`src/rtl/cfr_pkg.sv`:
```
// Shared CFR types and constants: CPW sample layout, CPW loader FSM states and table depth.
package cfr_pkg;

    localparam int CPW_ADDR_W_DFLT = 8;
    localparam int CPW_DATA_W_DFLT = 16;

    typedef struct packed {
        logic [CPW_DATA_W_DFLT-1:0] q;
        logic [CPW_DATA_W_DFLT-1:0] i;
    } cpw_sample_t;

    typedef enum logic [1:0] {
        IDLE  = 2'd0,
        RUN   = 2'd1,
        DRAIN = 2'd2
    } cpw_loader_state_t;

    function automatic int cpw_depth(input int addr_width);
        return 2 ** addr_width;
    endfunction

    localparam int CPW_DEPTH = cpw_depth(CPW_ADDR_W_DFLT);

endpackage

```
`src/rtl/cfr_cpw_cmp_pipe.sv`:
```
// VERIFY read-back checker: delays the expected {Q,I} beat to line up with branch read data
// and keeps a sticky per-branch mismatch flag.
module cfr_cpw_cmp_pipe
    import cfr_pkg::*;
#(
    parameter int NUM_BRANCH     = 16,
    parameter int CPW_DATA_WIDTH = 16,
    parameter int CPW_RD_LATENCY = 2
) (
    input  logic                        clk,
    input  logic                        rst,
    input  logic                        clr,
    input  logic                        vld_in,
    input  logic [2*CPW_DATA_WIDTH-1:0] exp_in,
    input  logic [NUM_BRANCH-1:0]       mask,
    input  logic [CPW_DATA_WIDTH-1:0]   rd_data_i [NUM_BRANCH],
    input  logic [CPW_DATA_WIDTH-1:0]   rd_data_q [NUM_BRANCH],
    output logic [NUM_BRANCH-1:0]       mismatch
);

    logic [CPW_RD_LATENCY-1:0]   vld_dl_r;
    logic [2*CPW_DATA_WIDTH-1:0] exp_dl_r [CPW_RD_LATENCY];
    logic [NUM_BRANCH-1:0]       diff_s;
    logic [NUM_BRANCH-1:0]       mismatch_r;

    // Delay line: expected beat and its valid bit, CPW_RD_LATENCY stages deep.
    always_ff @(posedge clk) begin
        if (rst) begin
            vld_dl_r <= {CPW_RD_LATENCY{1'b0}};
            for (int s = 0; s < CPW_RD_LATENCY; s++) begin
                exp_dl_r[s] <= {(2*CPW_DATA_WIDTH){1'b0}};
            end
        end else begin
            vld_dl_r[0] <= vld_in;
            exp_dl_r[0] <= exp_in;
            for (int s = 1; s < CPW_RD_LATENCY; s++) begin
                vld_dl_r[s] <= vld_dl_r[s-1];
                exp_dl_r[s] <= exp_dl_r[s-1];
            end
        end
    end

    // Per-branch compare, only for masked branches while a delayed beat is valid.
    always_comb begin
        diff_s = {NUM_BRANCH{1'b0}};
        for (int b = 0; b < NUM_BRANCH; b++) begin
            if (mask[b] && vld_dl_r[CPW_RD_LATENCY-1]) begin
                diff_s[b] = ({rd_data_q[b], rd_data_i[b]} != exp_dl_r[CPW_RD_LATENCY-1]);
            end else begin
                diff_s[b] = 1'b0;
            end
        end
    end

    // Sticky mismatch flags, cleared when a new command is accepted.
    always_ff @(posedge clk) begin
        if (rst) begin
            mismatch_r <= {NUM_BRANCH{1'b0}};
        end else if (clr) begin
            mismatch_r <= {NUM_BRANCH{1'b0}};
        end else begin
            mismatch_r <= mismatch_r | diff_s;
        end
    end

    assign mismatch = mismatch_r;

endmodule

```
`src/rtl/cfr_cpw_loader.sv`:
```
// CPW table loader/verifier: streams one AXIS CPW table into the RAM port of every masked
// CFR branch (LOAD) or reads those branches back and compares against the stream (VERIFY).
module cfr_cpw_loader
    import cfr_pkg::*;
#(
    parameter int NUM_BRANCH     = 16,
    parameter int CPW_ADDR_WIDTH = 8,
    parameter int CPW_DATA_WIDTH = 16,
    parameter int CPW_RD_LATENCY = 2
) (
    input  logic                        ctrl_clk,
    input  logic                        ctrl_rst,
    input  logic                        cmd_start,
    input  logic                        cmd_verify,
    input  logic [NUM_BRANCH-1:0]       cmd_branch_mask,
    input  logic [2*CPW_DATA_WIDTH-1:0] s_axis_tdata,
    input  logic                        s_axis_tvalid,
    output logic                        s_axis_tready,
    input  logic                        s_axis_tlast,
    output logic [CPW_ADDR_WIDTH-1:0]   cpw_addr      [NUM_BRANCH],
    output logic                        cpw_en        [NUM_BRANCH],
    output logic                        cpw_we        [NUM_BRANCH],
    output logic [CPW_DATA_WIDTH-1:0]   cpw_wr_data_i [NUM_BRANCH],
    output logic [CPW_DATA_WIDTH-1:0]   cpw_wr_data_q [NUM_BRANCH],
    input  logic [CPW_DATA_WIDTH-1:0]   cpw_rd_data_i [NUM_BRANCH],
    input  logic [CPW_DATA_WIDTH-1:0]   cpw_rd_data_q [NUM_BRANCH],
    output logic                        busy,
    output logic                        done,
    output logic                        err_length,
    output logic [NUM_BRANCH-1:0]       mismatch
);

    localparam int CNT_W = CPW_ADDR_WIDTH + 1;
    localparam int DRN_W = $clog2(CPW_RD_LATENCY + 2);
    localparam logic [CNT_W-1:0] LAST_ADDR    = CNT_W'(cpw_depth(CPW_ADDR_WIDTH) - 1);
    localparam logic [DRN_W-1:0] DRAIN_VERIFY = DRN_W'(CPW_RD_LATENCY);
    localparam logic [DRN_W-1:0] DRAIN_LOAD   = {DRN_W{1'b0}};

    cpw_loader_state_t           state_r, state_s;
    logic [CNT_W-1:0]            cnt_r;
    logic [DRN_W-1:0]            drain_r;
    logic                        verify_r;
    logic [NUM_BRANCH-1:0]       mask_r;
    logic                        busy_r, tready_r, done_r, err_r;
    logic [CPW_ADDR_WIDTH-1:0]   addr_r;
    logic [2*CPW_DATA_WIDTH-1:0] wdata_r;
    logic [NUM_BRANCH-1:0]       en_r, we_r;
    logic                        rd_vld_r;
    logic                        start_s, accept_s, at_last_s, last_beat_s, drain_end_s;

    assign start_s     = cmd_start && (state_r == IDLE);
    assign accept_s    = s_axis_tvalid && (state_r == RUN);
    assign at_last_s   = (cnt_r == LAST_ADDR);
    assign last_beat_s = accept_s && (s_axis_tlast || at_last_s);
    assign drain_end_s = (state_r == DRAIN) &&
                         (drain_r == (verify_r ? DRAIN_VERIFY : DRAIN_LOAD));

    // Next-state logic.
    always_comb begin
        state_s = state_r;
        case (state_r)
            IDLE:    if (cmd_start)   state_s = RUN;   else state_s = IDLE;
            RUN:     if (last_beat_s) state_s = DRAIN; else state_s = RUN;
            DRAIN:   if (drain_end_s) state_s = IDLE;  else state_s = DRAIN;
            default: state_s = IDLE;
        endcase
    end

    // Control registers: state, command latch, beat counter, drain timer and status flags.
    always_ff @(posedge ctrl_clk) begin
        if (ctrl_rst) begin
            state_r  <= IDLE;
            busy_r   <= 1'b0;
            tready_r <= 1'b0;
            done_r   <= 1'b0;
            err_r    <= 1'b0;
            verify_r <= 1'b0;
            mask_r   <= {NUM_BRANCH{1'b0}};
            cnt_r    <= {CNT_W{1'b0}};
            drain_r  <= {DRN_W{1'b0}};
        end else begin
            state_r  <= state_s;
            busy_r   <= (state_s != IDLE);
            tready_r <= (state_s == RUN);
            done_r   <= drain_end_s;
            if (start_s) begin
                verify_r <= cmd_verify;
                mask_r   <= cmd_branch_mask;
                cnt_r    <= {CNT_W{1'b0}};
                err_r    <= 1'b0;
            end else if (accept_s) begin
                cnt_r <= cnt_r + CNT_W'(1);
                // tlast must coincide exactly with the final table entry
                if (s_axis_tlast != at_last_s) begin
                    err_r <= 1'b1;
                end
            end
            if (state_r == DRAIN) begin
                drain_r <= drain_r + DRN_W'(1);
            end else begin
                drain_r <= {DRN_W{1'b0}};
            end
        end
    end

    // RAM port registers: one enable pulse per accepted beat, address/data hold through bubbles.
    always_ff @(posedge ctrl_clk) begin
        if (ctrl_rst) begin
            addr_r   <= {CPW_ADDR_WIDTH{1'b0}};
            wdata_r  <= {(2*CPW_DATA_WIDTH){1'b0}};
            en_r     <= {NUM_BRANCH{1'b0}};
            we_r     <= {NUM_BRANCH{1'b0}};
            rd_vld_r <= 1'b0;
        end else if (accept_s) begin
            addr_r   <= cnt_r[CPW_ADDR_WIDTH-1:0];
            wdata_r  <= s_axis_tdata;
            en_r     <= mask_r;
            we_r     <= mask_r & {NUM_BRANCH{~verify_r}};
            rd_vld_r <= verify_r;
        end else begin
            en_r     <= {NUM_BRANCH{1'b0}};
            we_r     <= {NUM_BRANCH{1'b0}};
            rd_vld_r <= 1'b0;
        end
    end

    for (genvar b = 0; b < NUM_BRANCH; b++) begin : g_port
        assign cpw_addr[b]      = addr_r;
        assign cpw_en[b]        = en_r[b];
        assign cpw_we[b]        = we_r[b];
        assign cpw_wr_data_i[b] = wdata_r[CPW_DATA_WIDTH-1:0];
        assign cpw_wr_data_q[b] = wdata_r[2*CPW_DATA_WIDTH-1:CPW_DATA_WIDTH];
    end

    cfr_cpw_cmp_pipe #(
        .NUM_BRANCH     (NUM_BRANCH),
        .CPW_DATA_WIDTH (CPW_DATA_WIDTH),
        .CPW_RD_LATENCY (CPW_RD_LATENCY)
    ) u_cmp_pipe (
        .clk       (ctrl_clk),
        .rst       (ctrl_rst),
        .clr       (start_s),
        .vld_in    (rd_vld_r),
        .exp_in    (wdata_r),
        .mask      (mask_r),
        .rd_data_i (cpw_rd_data_i),
        .rd_data_q (cpw_rd_data_q),
        .mismatch  (mismatch)
    );

    assign s_axis_tready = tready_r;
    assign busy          = busy_r;
    assign done          = done_r;
    assign err_length    = err_r;

endmodule

```
`config.mk`:
```
export PLATFORM = sky130hd
export DESIGN_NAME = cfr_cpw_loader
export DESIGN_NICKNAME = d
export VERILOG_FILES = /design/src/rtl/cfr_pkg.sv /design/src/rtl/cfr_cpw_cmp_pipe.sv /design/src/rtl/cfr_cpw_loader.sv
export SDC_FILE = /design/constraint.sdc
export NUM_CORES = 1
export LEC_CHECK = 0
export ABC_CLOCK_PERIOD_IN_PS = 2700
export CAP_MARGIN = 20
export CORE_AREA = 2 2 487 489
export DETAILED_ROUTE_END_ITERATION = 16
export DIE_AREA = 0 0 489 491
export HOLD_SLACK_MARGIN = 0.08
export PLACE_DENSITY_LB_ADDON = 0.25
export SLEW_MARGIN = 20
export SYNTH_ARGS = -nofsm -noshare
export SYNTH_HDL_FRONTEND = slang
export SYNTH_HIERARCHICAL = 1
export SYNTH_SLANG_ARGS = --single-unit
```
`constraint.sdc`:
```
create_clock -name ctrl_clk -period 2.7 [get_ports ctrl_clk]
set_input_delay 0.54 -clock ctrl_clk [delete_from_list [all_inputs] [get_ports ctrl_clk]]
set_output_delay 0.54 -clock ctrl_clk [all_outputs]
set_load 0.05 [all_outputs]
```
==> summary.md <==
| Metric | Value |
|---|---|
| DRC Markers | 0 |
| Longest Clk Path Bufs | 2 |
| Met3 routed WL | slightly below 9 mm |
| Crit-path max cell delay | 0.89 ns |
| Setup Skew | around 0.055 ns |
| Leak | ~11 nW |
| Peak VDD IR | a little under 0.5 mV |
| CP top delay family | buffers and inverters |
| HP Class | input port to flop |
| Area of the multi-input gates | ~7500 um2 |
| Power, Total | 0.0101 W |
| Routed len/inst | 21.1 um |
| Most frequent cells in the layout | clkdlybuf4s50_1, xnor2_1, buf_4 |
| Area delta synth->final | 88.4% |
| Fill cells | ~27000 |
| Vias | around 15000 |
| Max-cap violations | 0 |
| Num CTS Buffers | 17 |
| #FFs+latches synth | ~190 |
| Kind of critical path | flop to output port |
| Clock Pin Slew Worst Setup and Hold Paths | about 0.11 ns |
| Detail Placement HPWL | 102 mm |
| Slew at the pin closest to its max-slew limit | about 0.9 ns |
| Metal2 WL | approximately 65 mm |
| Vias/cell | 2.63 |
| Outcome | complete, no violations |
| I/O Pins | 1258 |
| Htree depth | 4 |
| Unrepaired setup endpoints after global routing | false |
| Detail Route Antenna Nets | 0 |
| Vias in the first global route | around 16000 |
| Slowest-stage cell, CP | clkdlybuf4s50_1 |
| Util after Layout | 0.133 |
| Netlist cell types | 38 |
| Area share of the largest cell type after synthesis | 0.279 |
| Slew Viols, Final | 0 |
| Initial Util | 0.0706 |
| Drt first pass iters | 6 |
| Final worst-path cycle share | 0.947 |
| Die Y | around 500 um |
| Register area share after synthesis | 0.229 |
| Synthesized instance count | 1929 |
| Data required, critical path | approximately 2.2 ns |
| Initial antenna violation count | 25 |
| Sequential standard cell area | roughly 3800 um2 |
| Commonest non-fill, non-tap cell in the layout | clkdlybuf4s50_1 |
| CP max FO | 18 |
| Met1 Wirelength | between 40 and 50 mm |
| PwrDens | roughly 320 nW/um2 |
| Die W | about 490 um |
| Synth area leader | buf_4 |
| Max Freq | 391 MHz |
| Cells along the critical path | clkdlybuf4s50_1 |
| Share of layout cells above drive strength 1 | 0.240 |
| DR top layer | met5 |
| DIE AREA | 240000 um2 |
| Site Rows | between 150 and 200 |
| Syn Area/Cell | about 8.6 um2 |
| Hold Buf Count CTS | 0 |
| Synth area leaders | buf_4, xnor2_1, dfxtp_1 |
| Placer Congestion | around 0.82 |
| TritonCTS clock tree | built |
| GRT Overall Usage | 0.0979 |
| Slew HR | 0.391 |
| Core Area | between 200000 and 250000 um2 |
| Clock sink count | 189 |
| Largest net degree at the start of global routing | 55 |
| Gr ovfl total | 0 |
| Yosys warns | 6 |
| Worst-Skew Late Latency | between 0.5 and 0.6 ns |
| Worst Path Arrival | ~2.0 ns |
| Setup violations, final | 0 |
| Routed wire length | ~120 mm |
| DR iter-0 viols | between 500 and 600 |
| Clk root buf | clkbuf_16 |
| Nets | about 3200 |
| I/O Buffers | 1257 |
| WP buf/inv | 1 |
| Final Hold Fails | 0 |
| First-pass GRT wire length | 156 mm |
| Syn_nets | between 2000 and 2500 |
| CP Capture Type | output port |
| Netlist Area Pre-Place | about 17000 um2 |
| CP startpoint kind | flop |
| Clock period minus worst slack | between 2 and 3 ns |
## cell usage after synthesis
library cell,instances
o22ai_1,1
buf_8,2
or3b_4,1
o221ai_1,2
and2_1,17
buf_2,22
nand4_1,129
nand2_1,137
dfxtp_1,189
or4_1,3
nand3b_4,1
xor2_1,1
and3_1,17
buf_6,42
inv_1,7
inv_4,1
nand2_2,1
nand4_2,1
ha_1,3
a21oi_1,64
clkbuf_1,16
buf_12,1
nand3_1,4
mux2i_1,1
a211oi_1,1
or3_1,3
buf_4,614
nor2b_1,66
a32o_1,16
and3b_1,1
nor4_1,32
nor3_1,1
o21ai_0,2
o31ai_1,3
clkbuf_2,2
nor3_2,1
xnor2_1,514
nor2_1,10
## power by group
group / internal, W / switching (W)
clock: 0.00132 / 0.00180
sequential: 0.00285 / 0.0000932
combinational: 0.00186 / 0.00218
## area by class of cell
class	instances	share of cell area
multi-input cells	1033	0.240
inverters	8	0.00104
diodes	12	0.000963
well taps	3150	0.126
repair buffers	1392	0.488
clock buffers	17	0.0136
clock inverters	15	0.00730
flip-flops and latches	189	0.123
## layer usage
metal / up-vias / track usage
li1: 7066 / -
met1: 7211 / 0.104
met2: 867 / 0.185
met3: 116 / 0.0242
met4: 8 / 0.0346
met5: - / 0
## state kept, by name (all words and copies together) (netlist names)
register	count
u_cmp_pipe/mismatch	16
en_r	16
u_cmp_pipe/vld_dl_r	2
err_length	1
state_r	2
drain_r	2
we_r	16
wdata_r	32
cnt_r	9
s_axis_tready	1
u_cmp_pipe/exp_dl_r	64
verify_r	1
rd_vld_r	1
done	1
addr_r	8
mask_r	16
busy	1
## final timing paths
path / startpoint / to / slack [ns] / depth (start not counted)
max: wdata_r[24]$_SDFFE_PP0P_ / cpw_wr_data_q[136] / 0.14 / 1
min: ctrl_rst / mask_r[6]$_SDFFE_PP0P_ / 0.35 / 2
max reg2reg: u_cmp_pipe/exp_dl_r[0][45]$_SDFF_PP0_ / u_cmp_pipe/mismatch[14]$_SDFF_PP0_ / 0.21 / 6
min reg2reg: u_cmp_pipe/exp_dl_r[0][18]$_SDFF_PP0_ / u_cmp_pipe/exp_dl_r[0][50]$_SDFF_PP0_ / 0.44 / 1
## what timing repair did
action | 4_1_cts | 5_1_grt
cloned | 0 | 0
pin swaps | 7 | 0
gates resized for setup | 125 | 12
endpoints found under the setup margin | 131 | 13
setup buffers | 3 | 0
## per-stage QoR
step                setup slack [ns]  setup TNS (ns)  cell area [um2]  cells  hold WS [ns]
finish                         0.143               0            31200   5816         0.348
global route                 0.00392               0            31200   5809         0.330
CTS                           -0.152          -0.152            31100   5804         0.288
detailed placement            -0.798           -2.16            30500   5769         0.425
global placement              -0.757           -2.52            30500   5769         0.416
floorplan                      0.662               0            16600   1929         0.414
## logic make-up (layout without fill, tap and decap cells)
family                     after synthesis  count (layout)  synth area share
buffers and inverters                  707            1432             0.323
xor gates and xnor gates               515             515             0.273
and+or+nand+nor                        425             425             0.140
DFF                                    189             189             0.229
AOI/OAI and AO/OA                       89              89            0.0329
adders and majority gates                3               3           0.00227
muxes                                    1               1          0.000605
other                                    0              12                 0
(Power assumes the default switching activity.)
